[config.mk]
export PLATFORM = sky130hd
export DESIGN_NAME = sr_flag_arbiter
export DESIGN_NICKNAME = d
export VERILOG_FILES = /design/src/rtl/sr_flag_pkg.sv /design/src/rtl/tff_cell.sv /design/src/rtl/sr_flag_arbiter.sv
export SDC_FILE = /design/constraint.sdc
export NUM_CORES = 1
export LEC_CHECK = 0
export BUFFER_PORTS_ARGS = -buffer_cell sky130_fd_sc_hd__buf_4
export CELL_PAD_IN_SITES_DETAIL_PLACEMENT = 0
export CELL_PAD_IN_SITES_GLOBAL_PLACEMENT = 1
export CORE_MARGIN = 8
export CORE_UTILIZATION = 45
export CTS_BUF_LIST = sky130_fd_sc_hd__clkbuf_4 sky130_fd_sc_hd__clkbuf_8
export DETAILED_ROUTE_END_ITERATION = 10
export GPL_TIMING_DRIVEN = 1
export PLACE_DENSITY = 0.83
export SYNTH_ARGS = -nofsm -noshare
export SYNTH_HDL_FRONTEND = slang
export SYNTH_SLANG_ARGS = --single-unit
[constraint.sdc]
create_clock -name clk -period 5.24 [get_ports clk]
set_input_delay 1.048 -clock clk [delete_from_list [all_inputs] [get_ports clk]]
set_output_delay 1.048 -clock clk [all_outputs]
set_load 0.005 [all_outputs]
[src/rtl/sr_flag_pkg.sv]
// Opcodes and toggle-decode helper shared by the set/reset flag bank.
package sr_flag_pkg;

    typedef enum logic [1:0] {
        OP_NOP = 2'b00,
        OP_SET = 2'b01,
        OP_CLR = 2'b10,
        OP_TOG = 2'b11
    } op_e;

    // Toggle enable that takes flag state q to the state the opcode asks for.
    function automatic logic flag_toggle(input op_e op, input logic q);
        logic t;
        case (op)
            OP_SET:  t = ~q;
            OP_CLR:  t = q;
            OP_TOG:  t = 1'b1;
            default: t = 1'b0;
        endcase
        return t;
    endfunction

endpackage

[src/rtl/tff_cell.sv]
// Single flag bit: T flop with async active-low reset and a sync clear.
module tff_cell (
    input  logic clk,
    input  logic reset_n,
    input  logic i_clr,
    input  logic i_t,
    output logic o_q
);

    logic r_q;

    always_ff @(posedge clk or negedge reset_n) begin
        if (!reset_n) begin
            r_q <= 1'b0;
        end else if (i_clr) begin
            r_q <= 1'b0;
        end else if (i_t) begin
            r_q <= ~r_q;
        end
    end

    assign o_q = r_q;

endmodule

[src/rtl/sr_flag_arbiter.sv]
// Round-robin arbitrated set/clear/toggle access to a bank of flag bits.
module sr_flag_arbiter
    import sr_flag_pkg::*;
#(
    parameter  int NREQ   = 4,
    parameter  int NFLAGS = 8,
    localparam int IDXW   = $clog2(NFLAGS),
    localparam int PW     = $clog2(NREQ)
) (
    input  logic                 clk,
    input  logic                 reset_n,
    input  logic [NREQ-1:0]      req_valid,
    input  logic [2*NREQ-1:0]    req_op,
    input  logic [IDXW*NREQ-1:0] req_idx,
    output logic [NREQ-1:0]      req_ready,
    input  logic                 clear_all,
    output logic [NFLAGS-1:0]    flags,
    output logic                 apply_valid,
    output logic [PW-1:0]        apply_id
);

    logic [PW-1:0]     r_ptr;
    logic              r_sv;
    op_e               r_op;
    logic [IDXW-1:0]   r_idx;
    logic [PW-1:0]     r_id;

    logic [NREQ-1:0]   w_grant;
    logic              w_found;
    logic [PW-1:0]     w_gid;
    op_e               w_op;
    logic [IDXW-1:0]   w_idx;
    logic [NFLAGS-1:0] w_t;
    logic [NFLAGS-1:0] w_q;

    // Scan from the pointer; first valid requester wins.
    always_comb begin
        int j;
        j       = 0;
        w_grant = '0;
        w_found = 1'b0;
        w_gid   = '0;
        w_op    = OP_NOP;
        w_idx   = '0;
        if (reset_n && !clear_all) begin
            for (int k = 0; k < NREQ; k++) begin
                j = int'(r_ptr) + k;
                if (j >= NREQ) j = j - NREQ;
                if (!w_found && req_valid[j]) begin
                    w_found    = 1'b1;
                    w_grant[j] = 1'b1;
                    w_gid      = PW'(j);
                    w_op       = op_e'(req_op[2*j +: 2]);
                    w_idx      = req_idx[IDXW*j +: IDXW];
                end
            end
        end
    end

    assign req_ready = w_grant;

    always_ff @(posedge clk or negedge reset_n) begin
        if (!reset_n) begin
            r_ptr <= '0;
            r_sv  <= 1'b0;
            r_op  <= OP_NOP;
            r_idx <= '0;
            r_id  <= '0;
        end else begin
            r_sv <= w_found;
            if (w_found) begin
                r_op  <= w_op;
                r_idx <= w_idx;
                r_id  <= w_gid;
                if (w_gid == PW'(NREQ - 1)) begin
                    r_ptr <= '0;
                end else begin
                    r_ptr <= w_gid + PW'(1);
                end
            end
        end
    end

    // Out-of-range indices match no cell, so they apply as a no-op.
    for (genvar f = 0; f < NFLAGS; f++) begin : g_flag
        assign w_t[f] = r_sv && (r_idx == IDXW'(f)) &&
                        flag_toggle(r_op, w_q[f]);

        tff_cell u_cell (
            .clk     (clk),
            .reset_n (reset_n),
            .i_clr   (clear_all),
            .i_t     (w_t[f]),
            .o_q     (w_q[f])
        );
    end

    assign flags       = w_q;
    assign apply_valid = r_sv & ~clear_all;
    assign apply_id    = r_id;

endmodule
==> impl_metrics.env <==
export IMPL_outcome="finished, final reports clean"
export IMPL_grt_first_pass_wirelength_mm=12.9
export IMPL_postLayoutSetupSlackWorst_ns=1.21
export IMPL_internal_power_w=0.000943
export IMPL_highest_signal_layer="met4"
export IMPL_finalSetupViolCount=0
export IMPL_synth_cells=322
export IMPL_holdCritPathClass="reg -> reg"
export IMPL_worst_setup_path_startpoint="r_ptr[1]"
export IMPL_cp_class="reg -> out"
export IMPL_crit_arrival_ns=2.98
export IMPL_detailed_route_via_count=2708
export IMPL_layout_min_cycle_time_ns=4.03
export IMPL_synth_async_reset_ratio_pct=100
export IMPL_syn_mean_instance_area_um2=8.70
export IMPL_clk_insertion_delay_late_ns=0.25
export IMPL_floorplan_die_height_um=94.9
export IMPL_first_pass_iters=4
export IMPL_crit_path_cell_trace="inv_1 -> ha_1 -> mux4_2 -> nor3_1 -> a22oi_1 -> a21oi_1 -> buf_4"
export IMPL_ioPinCount=42
export IMPL_place_gp_congestion=0.882
export IMPL_cts_htree_levels=1
export IMPL_diodes=0
export IMPL_maxCapViolCount=0
export IMPL_wl_met3_um=486
export IMPL_net_switching_power_w=0.000981
export IMPL_critical_path_endpoint="req_ready[1]"
export IMPL_timing_max_slew_rel_slack_pct=48.5
export IMPL_cts_max_path_buffers=2
export IMPL_floorplan_die_area_um2=9010
export IMPL_grt_start_max_net_pins=49
export IMPL_yosys_warnings=0
export IMPL_synth_flop_cell="sky130_fd_sc_hd__dfrtp_1"
export IMPL_finClkSkew_ns=0.00246
export IMPL_timing_fmax_mhz=248
export IMPL_cts_setup_buffers=0
export IMPL_min_path_cells=2
export IMPL_worst_pin_slew_ns=0.773
export IMPL_hold_violations=0
export IMPL_root_buffer="sky130_fd_sc_hd__clkbuf_8"
export IMPL_wl_met2_mm=3.76
export IMPL_route_detailed_drc=0
export IMPL_finalMaxSlewViolations=0
export IMPL_vdd_ir_drop_worst_v=0.000627
export IMPL_hold_buffer_count_at_cts=0
export IMPL_area_growth_pct=11.4
export IMPL_timing_final_crit_share_pct=76.9
export IMPL_synth_cell_area_um2=2800
export IMPL_io_buffer_count=41
export IMPL_netlist_cell_type_count=62
export IMPL_final_core_utilization_pct=52.4
export IMPL_cts_tree="built"
export IMPL_power_switching_share_pct=51.0
export IMPL_ctsResizeCount=0
export IMPL_detailedPlacementHpwl_mm=5.85
export IMPL_yosys_register_bits=18
export IMPL_cp_data_required_time_ns=4.19
export IMPL_maximum_fanout_count_along_the_critical_path=13
export IMPL_drt_iter0_markers=238
export IMPL_met1_length_mm=3.55
export IMPL_critical_path_end_type="output pin"
export IMPL_clk_pin_slew_worst_paths_ns=0.07
export IMPL_rsz0062_at_grt="false"
export IMPL_synth_edff_count=0
export IMPL_mostFrequentLayoutCells="sky130_fd_sc_hd__buf_4 (45), sky130_fd_sc_hd__nand2_1 (28), sky130_fd_sc_hd__mux4_2 (22), sky130_fd_sc_hd__nor2_1 (21), sky130_fd_sc_hd__a21oi_1 (21)"
export IMPL_grt_antenna_before_repair=0
export IMPL_fin_nets=380
export IMPL_slowest_cell_on_the_critical_path="sky130_fd_sc_hd__dfrtp_1"
export IMPL_start_kind="flop"
export IMPL_slowest_delay_ns=0.66
export IMPL_r2r_cells=9
export IMPL_drt_wirelength_per_cell_um=18.9
export IMPL_fp_dieW_um=94.9
export IMPL_p_leak_nw=1.24
export IMPL_numCtsBuffers=3
export IMPL_grt_overflow_total=0
export IMPL_power_frac_comb_pct=80.5
export IMPL_placementRows=28
export IMPL_core_area_um2=5960
export IMPL_finalSetupTns_ns=0
export IMPL_reg2reg_from="r_ptr[1]"
export IMPL_tritoncts_num_sinks=18
export IMPL_ff2ff_setup_slack_ns=1.75
export IMPL_post_place_ws_ns=1.40
export IMPL_final_layout_size_suffix_gt1_share_pct=26.0
export IMPL_via_count_of_the_first_global_routing_pass=2631
export IMPL_ant_nets=0
export IMPL_power_frac_clock_pct=5.9
export IMPL_initial_utilization_pct=47.0
export IMPL_sequential_element_share_of_the_synthesized_area_pct=16.1
export IMPL_critical_register_to_register_path_endpoint="r_idx[1]"
export IMPL_power_density_nw_per_um2=616
export IMPL_grt_total_usage_pct=17.6
export IMPL_wl_mm=7.87
export IMPL_p_seq_share_pct=13.5
export IMPL_drt_vias_per_instance=6.49
export IMPL_final_common_cell="sky130_fd_sc_hd__buf_4"
## synthesized netlist by cell type (all sizes together) (4+ instances only)
cell type,instances,area (µm²)
a21oi,21,105
a31oi,6,37.5
and3,5,31.3
o21ai,13,76.3
a22oi,12,90.1
nand3,12,60.1
nand2b,14,87.6
nand2,28,105
nor2,21,78.8
nor2b,10,65.1
buf,20,134
clkbuf,10,37.5
mux2,9,101
mux2i,17,170
a211oi,5,37.5
mux4,22,495
or3,7,48.8
nor3,4,20.0
inv,6,25.0
dfrtp,18,450
ha,10,125
## power groups by stage
stage                     logic (W)  registers, W  clock network, W
after floorplan             0.00127      0.000216                 0
after global placement      0.00154      0.000260                 0
after detailed placement    0.00153      0.000261                 0
after CTS                   0.00154      0.000260          0.000116
after global routing        0.00168      0.000273          0.000124
final                       0.00155      0.000260          0.000114
## layout make-up
cell class | instances | area (µm²)
Sequential cell | 18 | 452
Inverter | 6 | 25.0
Timing Repair Buffer | 45 | 338
Multi-Input combinational cell | 269 | 2160
Clock buffer | 4 | 55.1
Tap cell | 75 | 93.8
Fill cell | 591 | 2830
## per-layer routing
layer	vias to the layer above	track usage (%)
met2	103	28.3
met5	-	0
met3	8	2.62
li1	1290	-
met1	1307	24.3
met4	0	3.90
## registers in the layout (all words and copies together) (netlist names)
| name | cells |
|---|---|
| r_ptr | 2 |
| r_sv | 1 |
| r_op | 2 |
| apply_id | 2 |
| g_flag.u_cell.o_q | 8 |
| r_idx | 3 |
## worst max-delay path: cells and delay by family, from the launching register on
family / cells / cell delay (ns)
AOI/OAI and AO/OA: 2 / 0.31
and+or+nand+nor: 1 / 0.51
buffers and inverters: 2 / 0.41
adders and majority gates: 1 / 0.40
DFF: 1 / 0.66
muxes: 1 / 0.43
## stage by stage
| stage | power [W] | area, µm² | std cells | hold WS [ns] |
|---|---|---|---|---|
| 6_report | 0.00192 | 3120 | 417 | 0.479 |
| 5_1_grt | 0.00208 | 3120 | 417 | 0.522 |
| 4_1_cts | 0.00191 | 3120 | 417 | 0.484 |
| 3_5_place_dp | 0.00179 | 3070 | 413 | 0.467 |
| 3_3_place_gp | 0.00180 | 3070 | 413 | 0.464 |
| 2_1_floorplan | 0.00149 | 2810 | 323 | 0.471 |
## cell families (layout without fill, tap and decap cells)
logic type	count (synthesis)	count (layout)	share of synthesized area, %
multiplexers	48	48	27.4
other	1	2	0.134
AO/OA/AOI/OAI	89	89	22.3
buffers and inverters	36	55	7.01
flip-flops	18	18	16.1
AND/OR/NAND/NOR	118	118	22.0
adder cells (fa/ha/maj)	10	10	4.47
XOR/XNOR	2	2	0.625
## how the worst min path moves through the flow
stage / startpoint / slack, ns / endpoint
global route: apply_id[1] / 0.52 / apply_id[1]
detailed placement: apply_id[0] / 0.47 / apply_id[0]
floorplan: apply_id[0] / 0.47 / apply_id[0]
finish: apply_id[0] / 0.48 / apply_id[0]
global placement: apply_id[1] / 0.46 / apply_id[1]
CTS: apply_id[0] / 0.48 / apply_id[0]
No activity file was read; power rests on OpenSTA's default activity.
